### config.mk
export PLATFORM = sky130hd
export DESIGN_NAME = queue_arbiter
export DESIGN_NICKNAME = d
export VERILOG_FILES = /design/src/rtl/queue_arbiter.sv
export SDC_FILE = /design/constraint.sdc
export NUM_CORES = 1
export LEC_CHECK = 0
export ABC_AREA = 1
export CAP_MARGIN = 20
export CORE_UTILIZATION = 39
export CTS_BUF_LIST = sky130_fd_sc_hd__clkbuf_4 sky130_fd_sc_hd__clkbuf_8 sky130_fd_sc_hd__clkbuf_16
export CTS_CLUSTER_DIAMETER = 120
export DETAILED_ROUTE_END_ITERATION = 10
export HOLD_SLACK_MARGIN = 0.06
export MAX_ROUTING_LAYER = met4
export PLACE_DENSITY = 0.82
export REMOVE_ABC_BUFFERS = 1
export SYNTH_ARGS = -nofsm -noshare
export SYNTH_HDL_FRONTEND = slang
export SYNTH_SLANG_ARGS = --single-unit
### constraint.sdc
create_clock -name clk -period 4.4 [get_ports clk]
set_input_delay 0.88 -clock clk [delete_from_list [all_inputs] [get_ports clk]]
set_output_delay 0.88 -clock clk [all_outputs]
set_load 0.03 [all_outputs]
### src/rtl/queue_arbiter.sv
`default_nettype none
// +--------------------------------------------------------------------------+
// | Module   : queue_arbiter                                                 |
// | Purpose  : Round-robin arbiter feeding one registered output slot that   |
// |            drives a downstream queue enqueue port (valid/ready).         |
// | Revision : 1.0 - initial release                                         |
// +--------------------------------------------------------------------------+
module queue_arbiter #(
  parameter int W     = 32,
  parameter int N_REQ = 4,
  localparam int IDW  = (N_REQ > 1) ? $clog2(N_REQ) : 1
) (
  input  logic               clk,
  input  logic               rst,
  input  logic               clk_en,
  input  logic [N_REQ-1:0]   req_v,
  output logic [N_REQ-1:0]   req_rdy,
  input  logic [N_REQ*W-1:0] req,
  output logic               o_v,
  input  logic               o_rdy,
  output logic [W-1:0]       o,
  output logic [IDW-1:0]     o_id
);

  localparam logic [IDW-1:0] c_LAST_ID = IDW'(N_REQ - 1);

  logic [W-1:0]   w_req_arr [N_REQ];
  logic [IDW-1:0] r_ptr;
  logic           w_found;
  logic [IDW-1:0] w_gnt;
  logic [IDW-1:0] w_ptr_nxt;
  logic           w_can_acc;
  logic           w_accept;
  int             w_dist;
  int             w_best;

  // Split the flat payload bus into one word per requester.
  generate
    for (genvar k = 0; k < N_REQ; k++) begin : g_unpack
      assign w_req_arr[k] = req[k*W +: W];
    end
  endgenerate

  // Pick the valid requester at the smallest rotational distance from the
  // priority pointer; this is the ptr, ptr+1, ... wrap-around scan.
  always_comb begin
    w_found = 1'b0;
    w_gnt   = '0;
    w_best  = N_REQ;
    w_dist  = 0;
    for (int k = 0; k < N_REQ; k++) begin
      w_dist = k - int'(r_ptr);
      if (w_dist < 0) begin
        w_dist = w_dist + N_REQ;
      end
      if (req_v[k] && (w_dist < w_best)) begin
        w_best  = w_dist;
        w_gnt   = IDW'(k);
        w_found = 1'b1;
      end
    end
  end

  // The slot can take a new item when it is empty or draining this cycle;
  // rst is folded in so no grant is advertised while reset is held.
  assign w_can_acc = clk_en && !rst && (!o_v || o_rdy);
  assign w_accept  = w_found && w_can_acc;
  assign w_ptr_nxt = (w_gnt == c_LAST_ID) ? '0 : w_gnt + IDW'(1);

  // One-hot ready towards the winner only; independent of payload.
  always_comb begin
    req_rdy = '0;
    for (int k = 0; k < N_REQ; k++) begin
      req_rdy[k] = w_accept && (w_gnt == IDW'(k));
    end
  end

  // Output slot and priority pointer; a grant overrides a drain so the slot
  // is refilled in the same cycle it empties.
  always_ff @(posedge clk or posedge rst) begin
    if (rst) begin
      o_v   <= 1'b0;
      o     <= '0;
      o_id  <= '0;
      r_ptr <= '0;
    end else if (clk_en) begin
      if (w_found && (!o_v || o_rdy)) begin
        o     <= w_req_arr[w_gnt];
        o_id  <= w_gnt;
        o_v   <= 1'b1;
        r_ptr <= w_ptr_nxt;
      end else if (o_v && o_rdy) begin
        o_v <= 1'b0;
      end
    end
  end

endmodule
`default_nettype wire

==> results of run 1 <==
-- repair_timing --
| action | CTS | global route |
|---|---|---|
| hold endpoints to repair | 0 | 0 |
| endpoints found under the setup margin | 3 | 3 |
| resized for setup | 2 | 4 |
-- worst max-delay path, delay by kind of cell --
family | cells | cell delay [ns]
buf+inv | 4 | 0.47
fa+ha+maj | 2 | 0.52
compound gates | 2 | 0.30
simple gates | 11 | 0.96
-- power groups by stage --
| stage | Combinational (mW) | Clock (mW) | Sequential [mW] |
|---|---|---|---|
| after floorplan | 1.06 | 0 | 0.910 |
| after global placement | 2.22 | 0 | 0.600 |
| after detailed placement | 2.29 | 0 | 0.608 |
| after CTS | 2.30 | 0.257 | 0.605 |
| after global routing | 2.49 | 0.275 | 0.626 |
| final | 2.29 | 0.250 | 0.603 |
-- cell usage in the layout (no fill, tap or decap) --
| cell | n |
|---|---|
| clkdlybuf4s50_1 | 168 |
| nand3_1 | 92 |
| nor2_1 | 87 |
| inv_1 | 70 |
| nand2_1 | 59 |
| dfrtp_1 | 37 |
| nand4_1 | 23 |
| or2_2 | 21 |
| buf_4 | 20 |
| a21oi_1 | 16 |
| nand3b_1 | 15 |
| clkbuf_8 | 6 |
| o21ai_0 | 4 |
| inv_2 | 3 |
| clkinv_1 | 3 |
| or2_0 | 3 |
| o21a_1 | 2 |
| nand3_4 | 2 |
| a31oi_1 | 2 |
| ha_1 | 2 |
| dlymetal6s2s_1 | 2 |
| nor2_4 | 1 |
| nor2_2 | 1 |
| nand2_4 | 1 |
| a21boi_2 | 1 |
| nand3_2 | 1 |
| o21ai_1 | 1 |
| xnor2_1 | 1 |
| clkbuf_4 | 1 |
-- routing by layer --
layer  vias up  routed length (um)  global-route usage, %
met4         0                 227                   8.33
met1      1756                4300                   29.3
met2       148                5280                   46.1
li1       1851                   -                      -
met5         -                   0                      -
met3        17                 577                   4.63
-- worst max-delay path by stage --
stage	startpoint	end	slack [ns]	depth (start not counted)
after floorplan	req_v[1]	req_rdy[0]	-0.47	17
after global placement	req_v[1]	req_rdy[0]	0.12	19
after detailed placement	req_v[1]	req_rdy[2]	-0.08	19
after CTS	req_v[1]	req_rdy[2]	0.02	19
after global routing	req_v[1]	req_rdy[2]	0.22	19
final	req_v[1]	req_rdy[1]	0.38	19
-- kinds of logic after synthesis --
family                   count (synthesis)
AO/OA/AOI/OAI                           26
XOR/XNOR                                 1
adder cells (fa/ha/maj)                  2
buffers and inverters                  108
flip-flops                              37
AND/OR/NAND/NOR                        306
-- sequential cells by signal, indices dropped and copies added (netlist names) --
| name | count |
|---|---|
| o_v | 1 |
| o | 32 |
| r_ptr | 2 |
| o_id | 2 |
-- area by class of cell --
| type | instances | area share (%) |
|---|---|---|
| well taps | 99 | 2.50 |
| repair buffers | 190 | 37.5 |
| flip-flops and latches | 37 | 18.7 |
| clock buffers | 7 | 1.82 |
| inverters | 76 | 5.76 |
| multi-input cells | 335 | 33.7 |
-- per-stage QoR --
step / hold slack (ns) / cells / area [um^2] / worst slack [ns]
floorplan: 0.560 / 448 / 2870 / -0.472
CTS: 0.516 / 744 / 4930 / 0.0188
detailed placement: 0.492 / 737 / 4840 / -0.0781
global placement: 0.481 / 737 / 4840 / 0.116
finish: 0.510 / 744 / 4950 / 0.383
global route: 0.547 / 744 / 4950 / 0.222
==> results by group, run 1 <==
Timing
  • Final setup vio count: 0
  • Setup TNS: 0 ns
  • Worst slew margin: 53.8%
  • Fin crit period: 4.02 ns
  • Max Clock Freq: 249 MHz
  • Slew Limit Fails: 0
  • Tcrit/Tclk final: 91.3%
  • Final hold viol count: 0
  • Unrepaired setup endpoints after global routing: false
  • Worst Tran Pin Value: 0.693 ns
  • Max Clock Skew: 0.00298 ns

Synthesis
  • Yosys cell types: 28
  • Sequential fraction of the synthesis area: 30.4%
  • Post-Synthesis Cell Area: 0.00304 mm^2
  • Mux contribution to synthesized area: 0%
  • Syn Inst Count: 480
  • Synthesized-area fraction occupied by adder cells: 0.823%
  • Largest family of logic cells by synthesized area: simple AND/OR/NAND/NOR gates
  • Synth area leader: dfrtp_1
  • Syn avg cell area: 6.34 um^2
  • Compound-Gate Fraction of Synth Area: 4.61%
  • #FFs+latches synth: 37
  • Top cells by area, synth: dfrtp_1 30%, nand3_1 15%, nor2_1 11%
  • Warnings from Yosys: 0
  • Yosys top cell area share: 30.4%
  • EDFF count, synth: 0
  • Simple-gate share of the synthesized area: 48.7%
  • XOR/XNOR Fraction of Synth Area: 0.288%
  • Commonest cells post-synth: 92 x nand3_1, 88 x nor2_1, 71 x inv_1
  • Synth Flop Type: dfrtp_1
  • Top-count cell post-synth: nand3_1
  • Asr flop ratio synth: 100%

Clocking
  • Clock buffer depth: 2
  • Num CTS Buffers: 5
  • Later-pin clock latency in the skew report: 0.29 ns
  • Root Driver: clkbuf_8
  • Clock tree from TritonCTS: yes
  • # Post-CTS Setup Buffers: 0
  • Clk slew on worst S/H paths: 0.07 ns
  • CTS Hold Bufs: 0
  • Depth of the CTS H-tree: 2
  • Number of clock sinks: 37

Setup path
  • Most used cell along the critical path: nand2_1
  • Kind of critical path: in -> out
  • Worst EP arrival: 3.14 ns
  • Worst-path cell chain: dlymetal6s2s_1 > a21boi_2 > nand2_1 > nand3_1 > ha_1 > inv_1 > nor2_1 > nand2_1 > nand3_4 > nand2_1 > o21ai_0 > ha_1 > inv_1 > nor2_2 > nand2_4 > nand3_4 > nand2_1 > nor2_1 > buf_4
  • Setup slack, reg-to-reg: 0.95 ns
  • CP max stage delay: 0.29 ns
  • Worst R2R End: o[6]$_DFFE_PP0P_
  • Required @ worst endpoint: 3.52 ns
  • Worst reg2reg path depth: 22
  • FF-to-FF Start: r_ptr[0]$_DFFE_PP0P_
  • Largest fanout on the critical path: 6
  • Slowest-stage cell, CP: ha_1
  • Crit. End Element: primary output
  • CP Launch Type: primary input

Placement
  • Port Buffers: 174
  • DP HPWL: 7560 um
  • GP Congestion: 0.837

Worst hold path
  • Hold depth: 2
  • Hold endpoint: o[28]$_DFFE_PP0P_
  • Hold path start: o[28]$_DFFE_PP0P_
  • Worst Hold Class: reg -> reg

Drt
  • DR iter-0 viols: 123
  • DRC viols: 0
  • Post-route antenna net violation count: 0
  • Wire per inst: 14.0 um
  • Final wirelength: 10,400 um
  • Vias per cell: 5.07
  • Via count: 3,772
  • DR pass1 iterations: 4

Power
  • Cell Pwr Density: 635 mW/mm^2
  • Power share of the combinational group: 72.9%
  • Sw frac: 51.3%
  • Worst ir drop on vdd: 0.631 mV
  • Clk pwr share: 7.9%
  • Seq pwr share: 19.2%
  • P_int: 1.53 mW
  • PnR Total Power: 3.14 mW
  • Leak: 2.33 nW
  • Net Sw Power: 1.61 mW

Die
  • Die height: 90.3 um
  • Top Ports: 175
  • Chip width: 90.3 um
  • Die ar.: 0.00816 mm^2
  • FP Rows: 31
  • Initial Utilization: 41.1%
  • Core box area: 0.00741 mm^2

Final layout
  • # diodes: 0
  • Reg area: 926 um^2
  • Area of the multi-input gates: 0.00167 mm^2
  • Fin util: 66.8%
  • Final net count: 783
  • Proportion of layout cells with a drive suffix above 1: 8.99%
  • Layout area overhead: 62.7%
  • # fillers: 658

GRT
  • Vias in the first global route: 3,718
  • Grt ovf: 0
  • Global-route wire length before repair: 16,600 um
  • Initial antenna violation count: 0
  • Largest net degree at the start of global routing: 71
  • Global Route Usage Sum: 25.9%

Run status
  • Status: complete, no violations

Flow run
  • Max-cap violations: 0
Power figures use the tool's default switching activity.
==> run 2, diff against run 1 <==
--- a/config.mk
+++ b/config.mk
@@ -6,6 +6,7 @@
 export NUM_CORES = 1
 export LEC_CHECK = 0
 export ABC_AREA = 1
+export ABC_CLOCK_PERIOD_IN_PS = 4400
 export CAP_MARGIN = 20
 export CORE_UTILIZATION = 39
 export CTS_BUF_LIST = sky130_fd_sc_hd__clkbuf_4 sky130_fd_sc_hd__clkbuf_8 sky130_fd_sc_hd__clkbuf_16
@@ -13,7 +14,7 @@
 export DETAILED_ROUTE_END_ITERATION = 10
 export HOLD_SLACK_MARGIN = 0.06
 export MAX_ROUTING_LAYER = met4
-export PLACE_DENSITY = 0.82
+export PLACE_DENSITY = 0.81
 export REMOVE_ABC_BUFFERS = 1
 export SYNTH_ARGS = -nofsm -noshare
 export SYNTH_HDL_FRONTEND = slang
==> run 2 against run 1 <==
Clock-buffer cell count fell by 1. Critical endpoint is now req_rdy[0]. Flip-flop and latch count did not move. Clock skew barely moved. Critical path type unchanged. Hold slack got worse by 0.011 ns. Sequential share of layout area barely moved. Non-clock buffer count rose by 1. Final area rose by 0.18%. Setup slack got worse by 0.23 ns. Fmax fell by 5.4%.
==> results by group, run 2 (synthesis results as in run 1) <==
Setup path
  • Crit. End Element: primary output (unchanged)
  • Worst EP arrival: 3.37 ns (was 3.14 ns)
  • Setup slack, reg-to-reg: 0.95 ns (about the same)
  • CP Launch Type: primary input (unchanged)
  • Largest fanout on the critical path: 7 (was 6)
  • Worst reg2reg path depth: 25 (was 22)
  • Kind of critical path: in -> out (unchanged)
  • FF-to-FF Start: r_ptr[1]$_DFFE_PP0P_ (was r_ptr[0]$_DFFE_PP0P_)
  • Worst R2R End: o[9]$_DFFE_PP0P_ (was o[6]$_DFFE_PP0P_)
  • Required @ worst endpoint: 3.52 ns (about the same)

Drt
  • Top layer in use: met4 (unchanged)
  • Wire per inst: 14.1 um (was 14.0 um)
  • DR iter-0 viols: 154 (was 123)
  • DRC viols: 0 (unchanged)
  • Final wirelength: 10,500 um (was 10,400 um)
  • Met2 routed WL: 5330 um (was 5280 um)
  • Post-route antenna net violation count: 0 (unchanged)
  • WL met3: 820 um (was 577 um)
  • Vias per cell: 5.10 (was 5.07)
  • Met1 WL: 4190 um (was 4300 um)
  • Via count: 3,807 (was 3,772)
  • DR pass1 iterations: 5 (was 4)

Timing
  • Max Clock Skew: 0.00338 ns (was 0.00298 ns)
  • Worst Tran Pin Value: 0.699 ns (was 0.693 ns)
  • Max Clock Freq: 235 MHz (was 249 MHz)
  • Worst slew margin: 53.4% (was 53.8%)
  • Setup TNS: 0 ns (unchanged)
  • Final setup vio count: 0 (unchanged)
  • Tcrit/Tclk final: 96.6% (was 91.3%)
  • Final hold viol count: 0 (unchanged)
  • Slew Limit Fails: 0 (unchanged)
  • Hold_ws: 0.499 ns (was 0.510 ns)
  • Fin crit period: 4.25 ns (was 4.02 ns)

Final layout
  • Reg with most FFs: o (unchanged)
  • # diodes: 0 (unchanged)
  • Layout area overhead: 63.0% (was 62.7%)
  • Proportion of layout cells with a drive suffix above 1: 9.58% (was 8.99%)
  • Final net count: 784 (was 783)
  • Largest registers: o (32), o_id (2), r_ptr (2) (unchanged)
  • Fin util: 66.9% (was 66.8%)
  • # fillers: 626 (was 658)
  • Most common cell after layout, fill and taps aside: clkdlybuf4s50_1 (unchanged)
  • Max reg flops: 32 (unchanged)
  • Most frequent cells in the layout: 169 x clkdlybuf4s50_1, 91 x nand3_1, 87 x nor2_1 (was 168 x clkdlybuf4s50_1, 92 x nand3_1, 87 x nor2_1)

Clocking
  • Number of clock sinks: 37 (unchanged)
  • Clock buffer depth: 2 (unchanged)
  • Clk slew on worst S/H paths: 0.07 ns (about the same)
  • Num CTS Buffers: 5 (unchanged)
  • Root Driver: clkbuf_8 (unchanged)
  • Later-pin clock latency in the skew report: 0.28 ns (was 0.29 ns)
  • Clock tree from TritonCTS: yes (unchanged)
  • CTS Hold Bufs: 0 (unchanged)
  • Depth of the CTS H-tree: 2 (unchanged)

GRT
  • Vias in the first global route: 3,662 (was 3,718)
  • Largest net degree at the start of global routing: 71 (unchanged)
  • Initial antenna violation count: 0 (unchanged)
  • Grt ovf: 0 (unchanged)
  • Global-route wire length before repair: 17,400 um (was 16,600 um)
  • Global Route Usage Sum: 27.1% (was 25.9%)

Die
  • Top Ports: 175 (unchanged)
  • Core box area: 0.00741 mm^2 (unchanged)
  • Chip width: 90.3 um (unchanged)
  • Die ar.: 0.00816 mm^2 (unchanged)
  • Initial Utilization: 41.1% (unchanged)
  • Die height: 90.3 um (unchanged)
  • FP Rows: 31 (unchanged)

Power
  • Worst ir drop on vdd: 0.570 mV (was 0.631 mV)
  • Leak: 2.33 nW (about the same)
  • Clk pwr share: 7.6% (was 7.9%)
  • Seq pwr share: 19.1% (was 19.2%)
  • Sw frac: 51.8% (was 51.3%)
  • Power share of the combinational group: 73.3% (was 72.9%)
  • Cell Pwr Density: 636 mW/mm^2 (was 635 mW/mm^2)
  • Net Sw Power: 1.63 mW (was 1.61 mW)
  • P_int: 1.52 mW (was 1.53 mW)

Placement
  • DP HPWL: 7600 um (was 7560 um)
  • Port Buffers: 174 (unchanged)
  • GP Congestion: 0.928 (was 0.837)

Worst hold path
  • Hold path start: o_id[0]$_DFFE_PP0P_ (was o[28]$_DFFE_PP0P_)
  • Worst Hold Class: reg -> reg (unchanged)
  • Hold endpoint: o_id[0]$_DFFE_PP0P_ (was o[28]$_DFFE_PP0P_)
  • Hold depth: 2 (unchanged)

Flow run
  • Max-cap violations: 0 (unchanged)

Run status
  • Status: complete, no violations (unchanged)
run 2: final cells by class:
class,count,area [um^2],share of cell area [%]
timing repair buffer,191,1860,37.6
multi-input combinational,335,1670,33.8
sequential,37,926,18.7
inverter,76,285,5.75
tap,99,124,2.50
clock buffer,6,76.3,1.54
clock inverter,2,10.0,0.202
run 2: per-stage QoR:
stage          area (um^2)  power, mW  instances  setup slack [ns]
2_1_floorplan         2870       1.97        448            -0.472
3_3_place_gp          4830       2.82        736             0.129
3_5_place_dp          4830       2.88        736           -0.0297
4_1_cts               4920       3.14        744            0.0156
5_1_grt               4960       3.41        746           -0.0141
6_report              4960       3.15        746             0.151
run 2: power groups by stage:
stage | Clock [mW] | Combinational, mW | Sequential, mW
finish | 0.240 | 2.31 | 0.601
global route | 0.260 | 2.53 | 0.623
CTS | 0.248 | 2.29 | 0.603
detailed placement | 0 | 2.28 | 0.607
global placement | 0 | 2.22 | 0.600
floorplan | 0 | 1.06 | 0.910
run 2: repair_timing:
| item | in CTS | in global routing |
|---|---|---|
| buffers inserted | 0 | 2 |
| endpoints found under the hold margin | 0 | 0 |
| endpoints found under the setup margin | 3 | 4 |
| gates resized for setup | 1 | 6 |
| pin swaps | 0 | 2 |
run 2: how the worst max path moves through the flow:
stage              from    endpoint  depth (start not counted)
4_1_cts        req_v[0]  req_rdy[0]                         19
3_3_place_gp   req_v[0]  req_rdy[0]                         19
3_5_place_dp   req_v[0]  req_rdy[0]                         19
6_report       req_v[1]  req_rdy[0]                         20
2_1_floorplan  req_v[1]  req_rdy[0]                         17
5_1_grt        req_v[1]  req_rdy[0]                         20
run 2: critical path, stage by stage:
cell	delay, ns
clkdlybuf4s50_1	0.47
buf_4	0.13
nor2_4	0.04
inv_2	0.08
nand3_2	0.08
ha_1	0.27
inv_1	0.06
nor2_1	0.04
nand2_1	0.10
nand3_4	0.08
nand2_1	0.07
o21ai_0	0.08
ha_1	0.29
inv_1	0.04
nor2_2	0.12
nand2_4	0.07
nand3_4	0.10
nand3_2	0.08
nor2_1	0.11
buf_4	0.17
run 2: routing by layer:
layer	global-route usage (%)	vias up
met4	7.53	0
met1	33.0	1761
met3	3.45	18
li1	-	1852
met5	-	-
met2	47.1	176
